## src/rtl/pixel_unpacker_if.sv

```systemverilog
// Byte-stream input and frame-buffer write side of pixel_unpacker.
// The slave modport is the unpacker; the master modport is whatever feeds it.
interface pixel_unpacker_if #(
   parameter int ADDR_W = 15
);
   logic [7:0]        data_in;
   logic              data_valid;
   logic              image_start;
   logic              image_end;
   logic              wr_en;
   logic [ADDR_W-1:0] wr_addr;
   logic [1:0]        wr_data;
   logic              chunk_done;
   logic              image_complete;
   logic              busy;
   logic              overflow_err;
   logic              length_err;

   modport master (
      output data_in, data_valid, image_start, image_end,
      input  wr_en, wr_addr, wr_data, chunk_done, image_complete, busy,
             overflow_err, length_err
   );

   modport slave (
      input  data_in, data_valid, image_start, image_end,
      output wr_en, wr_addr, wr_data, chunk_done, image_complete, busy,
             overflow_err, length_err
   );
endinterface

```

## src/rtl/pixel_unpacker.sv

```systemverilog
// Buffers received bytes in a small FIFO and unpacks each into four 2-bit
// palette writes with a linear frame-buffer address; tracks chunks and errors.
module pixel_unpacker #(
   parameter int ADDR_W      = 15,
   parameter int PIXELS      = 32768,
   parameter int CHUNK_BYTES = 256,
   parameter int FIFO_DEPTH  = 4
) (
   input logic             clk,
   input logic             reset,
   pixel_unpacker_if.slave bus
);
   localparam int PTR_W = $clog2(FIFO_DEPTH);
   localparam int CNT_W = PTR_W + 1;
   localparam int BC_W  = $clog2(CHUNK_BYTES + 1);

   typedef enum logic [1:0] {IDLE, RECEIVE, DRAIN, DONE} state_t;
   state_t state_q, state_d;

   logic [7:0]        mem [FIFO_DEPTH];
   logic [PTR_W-1:0]  wptr, rptr;
   logic [CNT_W-1:0]  count;
   logic              fifo_empty, fifo_full, push_req, push, pop;

   logic              active;
   logic [1:0]        phase;
   logic [7:0]        shreg;
   logic [1:0]        issue_bits;
   logic              issue, pixel_ok;
   logic [ADDR_W:0]   pix_cnt;
   logic [BC_W-1:0]   byte_cnt;
   logic [ADDR_W-1:0] addr_q;
   logic              wr_en_p1, chunk_p1, ovf_q, len_q;
   logic [1:0]        wr_data_p1;

   assign fifo_empty = (count == '0);
   assign fifo_full  = (count == CNT_W'(FIFO_DEPTH));
   assign push_req   = bus.data_valid && (state_q == RECEIVE) && !bus.image_start;
   assign pop        = !active && !fifo_empty && !bus.image_start;
   // A full FIFO still accepts a byte when the head leaves in the same cycle.
   assign push       = push_req && (!fifo_full || pop);
   assign issue      = pop || active;
   assign pixel_ok   = (pix_cnt < (ADDR_W+1)'(PIXELS));

   always_comb begin
      issue_bits = mem[rptr][7:6];
      if (active) begin
         case (phase)
            2'd1:    issue_bits = shreg[5:4];
            2'd2:    issue_bits = shreg[3:2];
            default: issue_bits = shreg[1:0];
         endcase
      end
   end

   always_comb begin
      state_d = state_q;
      if (bus.image_start) begin
         state_d = RECEIVE;
      end else begin
         case (state_q)
            RECEIVE: if (bus.image_end) state_d = DRAIN;
            DRAIN:   if (fifo_empty && !active) state_d = DONE;
            default: state_d = state_q;
         endcase
      end
   end

   always_ff @(posedge clk) begin
      if (reset) state_q <= IDLE;
      else       state_q <= state_d;
   end

   always_ff @(posedge clk) begin
      if (push) mem[wptr] <= bus.data_in;
   end

   // Stage p1: one write issued per cycle, popped byte's first write in the pop cycle.
   always_ff @(posedge clk) begin
      if (reset || bus.image_start) begin
         wptr       <= '0;
         rptr       <= '0;
         count      <= '0;
         active     <= 1'b0;
         phase      <= '0;
         pix_cnt    <= '0;
         byte_cnt   <= '0;
         addr_q     <= '0;
         wr_en_p1   <= 1'b0;
         chunk_p1   <= 1'b0;
         ovf_q      <= 1'b0;
         len_q      <= 1'b0;
         if (reset) wr_data_p1 <= '0;
      end else begin
         if (push) wptr <= wptr + 1'b1;
         if (pop)  rptr <= rptr + 1'b1;
         count <= count + CNT_W'(push) - CNT_W'(pop);
         if (push_req && !push) ovf_q <= 1'b1;

         wr_en_p1 <= 1'b0;
         chunk_p1 <= 1'b0;
         if (wr_en_p1 && addr_q != ADDR_W'(PIXELS - 1)) addr_q <= addr_q + 1'b1;

         if (issue) begin
            if (pixel_ok) begin
               wr_en_p1   <= 1'b1;
               wr_data_p1 <= issue_bits;
               pix_cnt    <= pix_cnt + 1'b1;
            end else begin
               len_q <= 1'b1;
            end
            if (pop) begin
               shreg  <= mem[rptr];
               active <= 1'b1;
               phase  <= 2'd1;
            end else begin
               phase <= phase + 2'd1;
               if (phase == 2'd3) begin
                  active <= 1'b0;
                  if (byte_cnt == BC_W'(CHUNK_BYTES - 1)) begin
                     byte_cnt <= '0;
                     chunk_p1 <= 1'b1;
                  end else begin
                     byte_cnt <= byte_cnt + 1'b1;
                  end
               end
            end
         end

         if (state_q == DRAIN && state_d == DONE && pix_cnt != (ADDR_W+1)'(PIXELS))
            len_q <= 1'b1;
      end
   end

   assign bus.wr_en          = wr_en_p1;
   assign bus.wr_addr        = addr_q;
   assign bus.wr_data        = wr_data_p1;
   assign bus.chunk_done     = chunk_p1;
   assign bus.overflow_err   = ovf_q;
   assign bus.length_err     = len_q;
   assign bus.busy           = (state_q == RECEIVE) || (state_q == DRAIN);
   assign bus.image_complete = (state_q == DONE);
endmodule

```

## src/flat_wrapper.sv

```systemverilog
// flat-port wrapper written by rule: the top's interface ports become plain ports
module pixel_unpacker_flat 
#(
   parameter int ADDR_W      = 15,
   parameter int PIXELS      = 32768,
   parameter int CHUNK_BYTES = 256,
   parameter int FIFO_DEPTH  = 4
)
  (clk, reset, bus_data_in, bus_data_valid, bus_image_start, bus_image_end, bus_wr_en, bus_wr_addr, bus_wr_data, bus_chunk_done, bus_image_complete, bus_busy, bus_overflow_err, bus_length_err);
  pixel_unpacker_if #(.ADDR_W(ADDR_W)) bus_i ();
  input logic clk;
  input logic reset;
  input wire logic [$bits(bus_i.data_in)-1:0] bus_data_in;
  input wire logic [$bits(bus_i.data_valid)-1:0] bus_data_valid;
  input wire logic [$bits(bus_i.image_start)-1:0] bus_image_start;
  input wire logic [$bits(bus_i.image_end)-1:0] bus_image_end;
  output wire logic [$bits(bus_i.wr_en)-1:0] bus_wr_en;
  output wire logic [$bits(bus_i.wr_addr)-1:0] bus_wr_addr;
  output wire logic [$bits(bus_i.wr_data)-1:0] bus_wr_data;
  output wire logic [$bits(bus_i.chunk_done)-1:0] bus_chunk_done;
  output wire logic [$bits(bus_i.image_complete)-1:0] bus_image_complete;
  output wire logic [$bits(bus_i.busy)-1:0] bus_busy;
  output wire logic [$bits(bus_i.overflow_err)-1:0] bus_overflow_err;
  output wire logic [$bits(bus_i.length_err)-1:0] bus_length_err;
  assign bus_i.data_in = bus_data_in;
  assign bus_i.data_valid = bus_data_valid;
  assign bus_i.image_start = bus_image_start;
  assign bus_i.image_end = bus_image_end;
  assign bus_wr_en = bus_i.wr_en;
  assign bus_wr_addr = bus_i.wr_addr;
  assign bus_wr_data = bus_i.wr_data;
  assign bus_chunk_done = bus_i.chunk_done;
  assign bus_image_complete = bus_i.image_complete;
  assign bus_busy = bus_i.busy;
  assign bus_overflow_err = bus_i.overflow_err;
  assign bus_length_err = bus_i.length_err;
  pixel_unpacker #(.ADDR_W(ADDR_W), .PIXELS(PIXELS), .CHUNK_BYTES(CHUNK_BYTES), .FIFO_DEPTH(FIFO_DEPTH)) u_core (.clk(clk), .reset(reset), .bus(bus_i));
endmodule
```

## config.mk

```make
export PLATFORM = sky130hd
export DESIGN_NAME = pixel_unpacker_flat
export DESIGN_NICKNAME = d
export VERILOG_FILES = /design/src/rtl/pixel_unpacker_if.sv /design/src/rtl/pixel_unpacker.sv /design/src/flat_wrapper.sv
export SDC_FILE = /design/constraint.sdc
export NUM_CORES = 1
export LEC_CHECK = 0
export CORE_MARGIN = 8
export CORE_UTILIZATION = 50
export CTS_CLUSTER_DIAMETER = 40
export DETAILED_ROUTE_END_ITERATION = 16
export PLACE_DENSITY = 0.77
export SYNTH_ARGS = -nofsm -noshare
export SYNTH_HDL_FRONTEND = slang
export SYNTH_SLANG_ARGS = --single-unit
```

## constraint.sdc

```tcl
create_clock -name clk -period 3.8 [get_ports clk]
set_input_delay 1.14 -clock clk [delete_from_list [all_inputs] [get_ports clk]]
set_output_delay 1.14 -clock clk [all_outputs]
set_load 0.03 [all_outputs]
```

Word-level counts from Yosys, hierarchy flattened
Memory sizes are Yosys's and may differ from the RTL's. A register that Yosys moved wholly into a read port is not among the register bits.
Index checks and enable logic that the tools add are counted.
{"block": "totals", "mem_bits_rw": 32, "n_memories": 1, "ff_bits": 64, "wordCells": 97, "output_inout_bits": 23, "inputBits": 13}
{"name": "u_core.mem", "depth": 4, "word_bits": 8, "rd": 1, "rd_ports_with_merged_regs": 1, "write_ports": 1, "line": "pixel_unpacker.sv:20", "rtl": "logic [7:0] mem [FIFO_DEPTH];"}
{"block": "op_classes", "n_lt_le_gt_ge": 1, "reduce_logical": 32, "bitwise": 4, "n_addsub": 8, "mux": 23, "n_eq_ne": 13}
{"cell": "2-to-1 mux 2 bit", "count": 11}
{"cell": "adder 16 x 1 -> 16 bit, second input constant", "count": 1}
{"cell": "< comparator 16 bit, second input constant", "count": 1}
{"cell": "inequality test 16 bit, second input constant", "count": 1}
{"cell": "adder 15 x 1 -> 15 bit, second input constant", "count": 1}
{"cell": "inequality test 15 bit, second input constant", "count": 1}
{"cell": "== test 2 bit, second input constant", "count": 5}
{"cell": "logical AND 1 bit", "count": 10}
{"cell": "adder 9 x 1 -> 9 bit, second input constant", "count": 1}
{"cell": "== test 9 x 8 -> 1 bit, second input constant", "count": 1}
{"cell": "2-to-1 mux 1 bit", "count": 9}
{"cell": "2-to-1 mux 9 bit", "count": 1}
{"cell": "AND reduction 3 bit", "count": 3}
{"cell": "one-hot mux 2 bit (2 select lines)", "count": 2}
{"cell": "nonzero test 2 bit", "count": 4}
{"cell": "adder 2 x 1 -> 2 bit, second input constant", "count": 3}
{"cell": "AND reduction 2 bit", "count": 3}
{"cell": "zero test 1 bit", "count": 5}
{"cell": "== test 2 x 1 -> 1 bit, second input constant", "count": 2}
{"cell": "logical OR 1 bit", "count": 4}
{"cell": "inequality test 2 bit, second input constant", "count": 2}
{"cell": "NOT 1 bit", "count": 4}
{"cell": "OR reduction 4 bit", "count": 1}
{"cell": "adder 3 x 1 -> 3 bit", "count": 1}
{"cell": "4 further kinds", "count": 4}

Logic depth before layout (Yosys ltp)
Gate-level depths: netlist (run 1).
{"block": "logic_depth", "depth_word": 10, "mapped_depth": 11, "depth_no_buf": 10}

Worst setup path before layout (run 1)
No wires, ideal clock.
{"block": "synth_timing", "path_kind": "input-to-reg", "from": "input port bus_image_start", "to": "register u_core.count[2]", "n_path_buf": 1, "arrival_time_ns": 2.935, "required_ns": 3.672, "setup_ns": 0.128, "stages": 11, "setup_slack_ns": 0.737, "cell_sequence": "clkbuf_1 > nor2_1 > nand2_1 > inv_1 > ha_1 > inv_1 > ha_1 > fa_1 > xnor2_1 > xnor2_1 > nor2_1"}
{"block": "synth_between", "elab_chain_cells": 6, "elab_cells_between_ends": 8, "cone_classes": "2 x add/sub; 6 x reduce/logical"}
{"element": "from (decl)", "line": "flat_wrapper.sv:15", "rtl": "input wire logic [$bits(bus_i.image_start)-1:0] bus_image_start;"}
{"element": "zero test 1 bit (*)", "line": "pixel_unpacker.sv:39", "rtl": "assign pop = !active && !fifo_empty && !bus.image_start;"}
{"element": "logical AND 1 bit (*)", "line": "pixel_unpacker.sv:39"}
{"element": "named net u_core.pop", "line": "pixel_unpacker.sv:23", "rtl": "logic fifo_empty, fifo_full, push_req, push, pop;"}
{"element": "logical OR 1 bit", "line": "pixel_unpacker.sv:41", "rtl": "assign push = push_req && (!fifo_full || pop);"}
{"element": "logical AND 1 bit", "line": "pixel_unpacker.sv:41"}
{"element": "adder 3 x 1 -> 3 bit", "line": "pixel_unpacker.sv:97", "rtl": "count <= count + CNT_W'(push) - CNT_W'(pop);"}
{"element": "subtractor 3 x 1 -> 3 bit (*)", "line": "pixel_unpacker.sv:97"}
{"element": "to (signal assigned)", "line": "pixel_unpacker.sv:97"}
{"element": "to (decl)", "line": "pixel_unpacker.sv:22", "rtl": "logic [CNT_W-1:0] count;"}
Mark *: on every way through the listed nets, which the timed path passes. The rest lies on a longest branch.
A chain may end at the register's enable or synchronous reset.

Worst setup path after layout (run 1)
{"block": "layout_timing", "from": "register u_core.state_q[0]", "to": "output port bus_busy"}
{"block": "layout_between", "elab_chain_cells": 2, "elab_cells_between_ends": 3, "cone_classes": "2 x eq/ne; 1 x reduce/logical"}
{"element": "from (decl)", "line": "pixel_unpacker.sv:18", "rtl": "state_t state_q, state_d;"}
{"element": "from (signal assigned)", "line": "pixel_unpacker.sv:71", "rtl": "else state_q <= state_d;"}
{"element": "== test 2 x 1 -> 1 bit or == test 2 bit (tied branches)", "line": "pixel_unpacker.sv:141", "rtl": "assign bus.busy = (state_q == RECEIVE) || (state_q == DRAIN);"}
{"element": "logical OR 1 bit (*)", "line": "pixel_unpacker.sv:141"}
{"element": "to (decl)", "line": "flat_wrapper.sv:22", "rtl": "output wire logic [$bits(bus_i.busy)-1:0] bus_busy;"}
Every way passes the cells marked *; elsewhere a longest branch is shown, timed or not.

==> out/qor.txt, run 1 <==
FP Rows: 34
Crit-path most repeated cell: inv_1
Layout Nets: 457
Post-route DRC: 0
Initial core utilization: 50.4%
Final setup vio count: 0
Syn Inst Count: 393
Clk pin slew, worst setup/hold paths: 100 ps
DR pass1 iterations: 5
Post-DP Area: 0.00476 mm^2
Synth Cell Area: 0.00431 mm^2
Fmax: 0.324 GHz
Combinational power share: 4.7%
Clock Path Buffers: 2
Leading cell type in the layout, fill and taps excluded: dfxtp_1
Total CTS buffers: 9
Final worst path period need: 3090 ps
Hold Path Class: reg -> reg
WP data required: 2660 ps
Synth Register Bits: 98
Post-cts hold buffer count: 0
Setup TNS: 0 ps
Wire length per cell: 15.3 um
CP max stage delay: 670 ps
Cell Pwr Density: 375 mW/mm^2
Die area: 0.0118 mm^2
P_leak: 1.64 nW
Crit path arrival time: 1950 ps
Area Overhead vs Synth: 15.0%
Worst slew pin tran: 1110 ps
H-tree depth: 3
Clock Root Buffer: clkbuf_8
Port buffer count: 35
Commonest non-fill, non-tap cells in the layout: dfxtp_1, edfxtp_1, clkdlybuf4s50_1
Largest net degree at the start of global routing: 30
Number of global-route vias before repair: 2830
Startpoint types: register
Relative slew margins: 25.1%
Final period utilization: 81.2%
Crit end category: output pin
Asr flop ratio synth: 0%
Die Y: 109 um
Gp weighted congestion: 0.817
CTS sink cnt: 98
P_int: 1.40 mW
Clk pwr share: 35.6%
Share of layout cells above drive strength 1: 7.19%
Via count: 3042
Die X: 109 um
CTS tree: built
Final Cell Area: 0.00496 mm^2
Num ports: 36
Sw Ratio: 24.6%
DPL Wire Length: 5910 um
Synth unique cells: 46
Slew Viols, Final: 0
Postcts setup bufs: 0
Core region area: 0.00855 mm^2
Post-synthesis sequential area ratio: 54.8%
Post-Syn Area per Cell: 11.0 um^2
Switch Pwr: 458 uW
Slowest CP cell: clkdlybuf4s50_1
Sequential cell fraction of total power: 59.7%
Initial antenna violation count: 0
Later-pin clock latency in the skew report: 370 ps
Maxcap violations: 0
Vias per cell: 5.64
Primary FF master, synth: dfxtp_1
ANT cells: 0
Crit-path max FO: 4
RSZ-0062 raised after global routing: false
Skew final: 14.5 ps
Crit Path Category: reg -> out
EDFF count, synth: 40
Max IR drop VDD: 0.182 mV
Status: finished, final reports clean
Synth warn: 0
Hold Violations, Final: 0
Syn_nets: 424
Drt first-iter violations: 160
GRT Overall Usage: 14.6%
Post_cts resized: 0
GRT Residual Overflow: 0
Post-Route WL: 8220 um
Hold_ws: 483 ps
First-pass GRT wire length: 13700 um
Worst-path cell chain: inv_1 -> ha_1 -> inv_1 -> clkdlybuf4s50_1
Post-route ant nets: 0
==> cells by family after synthesis <==
kind of cell / share of synthesized area (%)
AO/OA/AOI/OAI: 9.14
XOR/XNOR: 3.25
adder cells (fa/ha/maj): 5.40
buffers and inverters: 3.08
flip-flops: 54.8
multiplexers: 5.81
AND/OR/NAND/NOR: 18.5
==> sequential cells by signal (all words and copies together) (netlist names), 3 cells and up, named ones only <==
| signal | flops |
|---|---|
| u_core.mem | 32 |
| u_core.pix_cnt | 16 |
| u_core.bus.wr_addr | 15 |
| u_core.byte_cnt | 9 |
| u_core.shreg | 6 |
| u_core.count | 3 |
==> area by class of cell <==
type | instances | area (um^2)
Timing Repair Buffer | 39 | 380
Inverter | 18 | 67.6
Fill cell | 703 | 3590
Clock buffer | 9 | 124
Multi-Input combinational cell | 260 | 1820
Tap cell | 108 | 135
Sequential cell | 98 | 2360
Clock inverter | 7 | 71.3
==> through the flow <==
stage                     utilization (%)  setup slack, ps  cells  power (mW)
after floorplan                         -              737    393        1.18
after global placement               55.7              512    523        1.22
after detailed placement             55.7              468    523        1.22
after CTS                            58.0              696    539        1.87
after global routing                 58.0              612    539        1.92
final                                58.0              713    539        1.86
==> critical path, delay by kind of cell, from the launching register on <==
family | cells | cell delay [ps]
fa+ha+maj | 1 | 340
buf+inv | 3 | 850
flops | 1 | 400
==> final timing paths <==
path / slack [ps] / start / cells after the start / to
setup / recovery: 710 / u_core.state_q[0] / 4 / bus_busy
hold reg to reg: 480 / u_core.byte_cnt[8] / 1 / u_core.byte_cnt[8]
setup reg to reg: 1320 / u_core.active / 10 / u_core.count[2]
hold / removal: 480 / u_core.byte_cnt[8] / 1 / u_core.byte_cnt[8]
==> cell usage after synthesis (8+ instances only) <==
library cell	number	area share, %
dfxtp_1	58	27
a21oi_1	26	3.0
nand2_1	23	2.0
or3_1	14	2.0
nand4_1	12	1.7
nand3_1	17	2.0
clkbuf_1	16	1.4
mux4_2	8	4.2
o21ai_0	15	1.7
nor2_1	29	2.5
xor2_1	9	1.8
or4_1	8	1.4
ha_1	17	4.9
inv_1	18	1.6
edfxtp_1	40	28
==> metal layers <==
layer / track usage [%] / vias up / share of wire [%]
li1: - / 1519 / -
met2: 23.8 / 64 / 48
met3: 3.43 / 7 / 4.4
met4: 4.69 / 0 / 0.81
met1: 18.9 / 1452 / 46
met5: 0 / - / 0
==> power by group through the flow <==
stage	clock network [mW]	registers, mW	logic, mW
finish	0.661	1.11	0.0871
floorplan	0	1.13	0.0497
CTS	0.675	1.11	0.0882
global placement	0	1.13	0.0851
global route	0.712	1.11	0.0970
detailed placement	0	1.13	0.0875
No activity file was read; power rests on OpenSTA's default activity.
==> run 2, diff against run 1 <==
Clock period 3.8 ns to 2.93 ns, I/O delays scaled along.
==> out/qor.txt, run 2 (synthesized netlist as in run 1, its figures left out) <==
GRT Overall Usage: 14.8% (was 14.6%)
Wire length per cell: 15.1 um (was 15.3 um)
Critical path launch point: u_core.state_q[0] (unchanged)
CP bufs+invs: 3 (unchanged)
Gp weighted congestion: 0.827 (was 0.817)
Maxcap violations: 0 (unchanged)
Post-Route WL: 8400 um (was 8220 um)
Total CTS buffers: 9 (unchanged)
Die Y: 109 um (unchanged)
Clock Root Buffer: clkbuf_8 (unchanged)
Final worst path period need: 2830 ps
Worst slew pin tran: 542 ps (was 1110 ps)
Core region area: 0.00855 mm^2 (unchanged)
FF-to-FF End: u_core.count[2] (unchanged)
Share of layout cells above drive strength 1: 10.5% (was 7.19%)
Worst path top cell family by delay: buffers and inverters (unchanged)
Max IR drop VDD: 0.201 mV (was 0.182 mV)
Slew Viols, Final: 0 (unchanged)
Final-layout fill cell count: 670 (was 703)
First-pass GRT wire length: 13800 um (was 13700 um)
Clock Path Buffers: 2 (unchanged)
RSZ-0062 raised after global routing: false (unchanged)
Power after layout: 2.38 mW (was 1.86 mW)
Startpoint types: register (unchanged)
Crit Path Category: reg -> out (unchanged)
Num ports: 36 (unchanged)
H-tree depth: 3 (unchanged)
Largest net degree at the start of global routing: 29 (was 30)
Reg2Reg Depth: 10 (unchanged)
Max FFs per register: 32 (unchanged)
Layout Nets: 473 (was 457)
WP depth: 4 (unchanged)
Final setup vio count: 0 (unchanged)
Cell Pwr Density: 469 mW/mm^2 (was 375 mW/mm^2)
CP max stage delay: 670 ps (about the same)
R2R setup slack: 570 ps (was 1320 ps)
CTS tree: built (unchanged)
Die area: 0.0118 mm^2 (unchanged)
Worst-path cell chain: inv_1 -> ha_1 -> inv_1 -> clkdlybuf4s50_1 (unchanged)
Relative slew margins: 63.5% (was 25.1%)
Via count: 3134 (was 3042)
P_leak: 1.71 nW (was 1.64 nW)
DPL Wire Length: 6100 um (was 5910 um)
WP data required: 2050 ps (was 2660 ps)
Post-route ant nets: 0 (unchanged)
Hold Path Class: reg -> reg (unchanged)
Number of global-route vias before repair: 2956 (was 2830)
Post_cts resized: 0 (unchanged)
RR Startpoint: u_core.count[2] (was u_core.active)
Crit-path max FO: 4 (unchanged)
Skew final: 10.6 ps (was 14.5 ps)
Die X: 109 um (unchanged)
Fmax: 0.353 GHz
Crit end category: output pin (unchanged)
Commonest non-fill, non-tap cells in the layout: dfxtp_1, edfxtp_1, clkdlybuf4s50_1 (unchanged)
GRT Residual Overflow: 0 (unchanged)
FP Rows: 34 (unchanged)
DR pass1 iterations: 4 (was 5)
Hold Violations, Final: 0 (unchanged)
Postcts setup bufs: 0 (unchanged)
Hold_ws: 499 ps (was 483 ps)
Leading cell type in the layout, fill and taps excluded: dfxtp_1 (unchanged)
Post-cts hold buffer count: 0 (unchanged)
Slowest CP cell: clkdlybuf4s50_1 (unchanged)
Initial core utilization: 50.4% (unchanged)
ANT cells: 0 (unchanged)
Post-route DRC: 0 (unchanged)
Clk pin slew, worst setup/hold paths: 100 ps (about the same)
CTS sink cnt: 98 (unchanged)
Port buffer count: 35 (unchanged)
CP Capture Point: bus_busy (unchanged)
Status: finished, final reports clean (unchanged)
Reg with most FFs: u_core.mem (unchanged)
Crit-path most repeated cell: inv_1 (unchanged)
Final period utilization: 96.6%
Drt first-iter violations: 226 (was 160)
Vias per cell: 5.65 (was 5.64)
Later-pin clock latency in the skew report: 370 ps (about the same)
Initial antenna violation count: 0 (unchanged)
Area Overhead vs Synth: 17.5% (was 15.0%)
Crit path arrival time: 1950 ps (about the same)
## run 2: worst min-delay path by stage
stage | startpoint | endpoint | slack [ps] | cells past startpoint
finish | u_core.byte_cnt[8] | u_core.byte_cnt[8] | 500 | 1
global route | u_core.byte_cnt[8] | u_core.byte_cnt[8] | 530 | 1
CTS | u_core.byte_cnt[8] | u_core.byte_cnt[8] | 500 | 1
detailed placement | u_core.byte_cnt[8] | u_core.byte_cnt[8] | 480 | 1
global placement | u_core.byte_cnt[8] | u_core.byte_cnt[8] | 460 | 1
floorplan | u_core.byte_cnt[8] | u_core.byte_cnt[8] | 450 | 1
## run 2: routing by layer
metal | global-route usage (%) | vias to the layer above | routed length (um)
met3 | 3.61 | 7 | 426
met1 | 18.4 | 1502 | 3830
met2 | 24.4 | 73 | 4060
met5 | 0 | - | 0
met4 | 5.47 | 0 | 85
li1 | - | 1552 | -
## run 2: layout make-up
cell class                      instances  area [um^2]  share of cell area (%)
Sequential cell                        98         2360                    46.7
Multi-Input combinational cell        260         1820                    35.9
Timing Repair Buffer                   55          500                    9.88
Tap cell                              108          135                    2.67
Clock buffer                            9          124                    2.45
Inverter                               18         67.6                    1.33
Clock inverter                          7         58.8                    1.16
## run 2: report_power, final
group          total, mW  internal (mW)  leakage (nW)  switching [mW]
registers           1.44           1.43         0.830         0.00901
logic              0.122         0.0560         0.791          0.0658
clock network      0.818          0.323        0.0887           0.495
total               2.38           1.81          1.71           0.570
## run 2: stage by stage
step	setup WS (ps)	area, um^2	TNS, ps	util [%]	instances
after floorplan	128	4310	0	-	393
after global placement	-34.7	4880	-34.7	57.1	539
after detailed placement	-109	4880	-109	57.1	539
after CTS	80.7	5060	0	59.2	555
after global routing	9.32	5060	0	59.2	555
final	101	5060	0	59.2	555
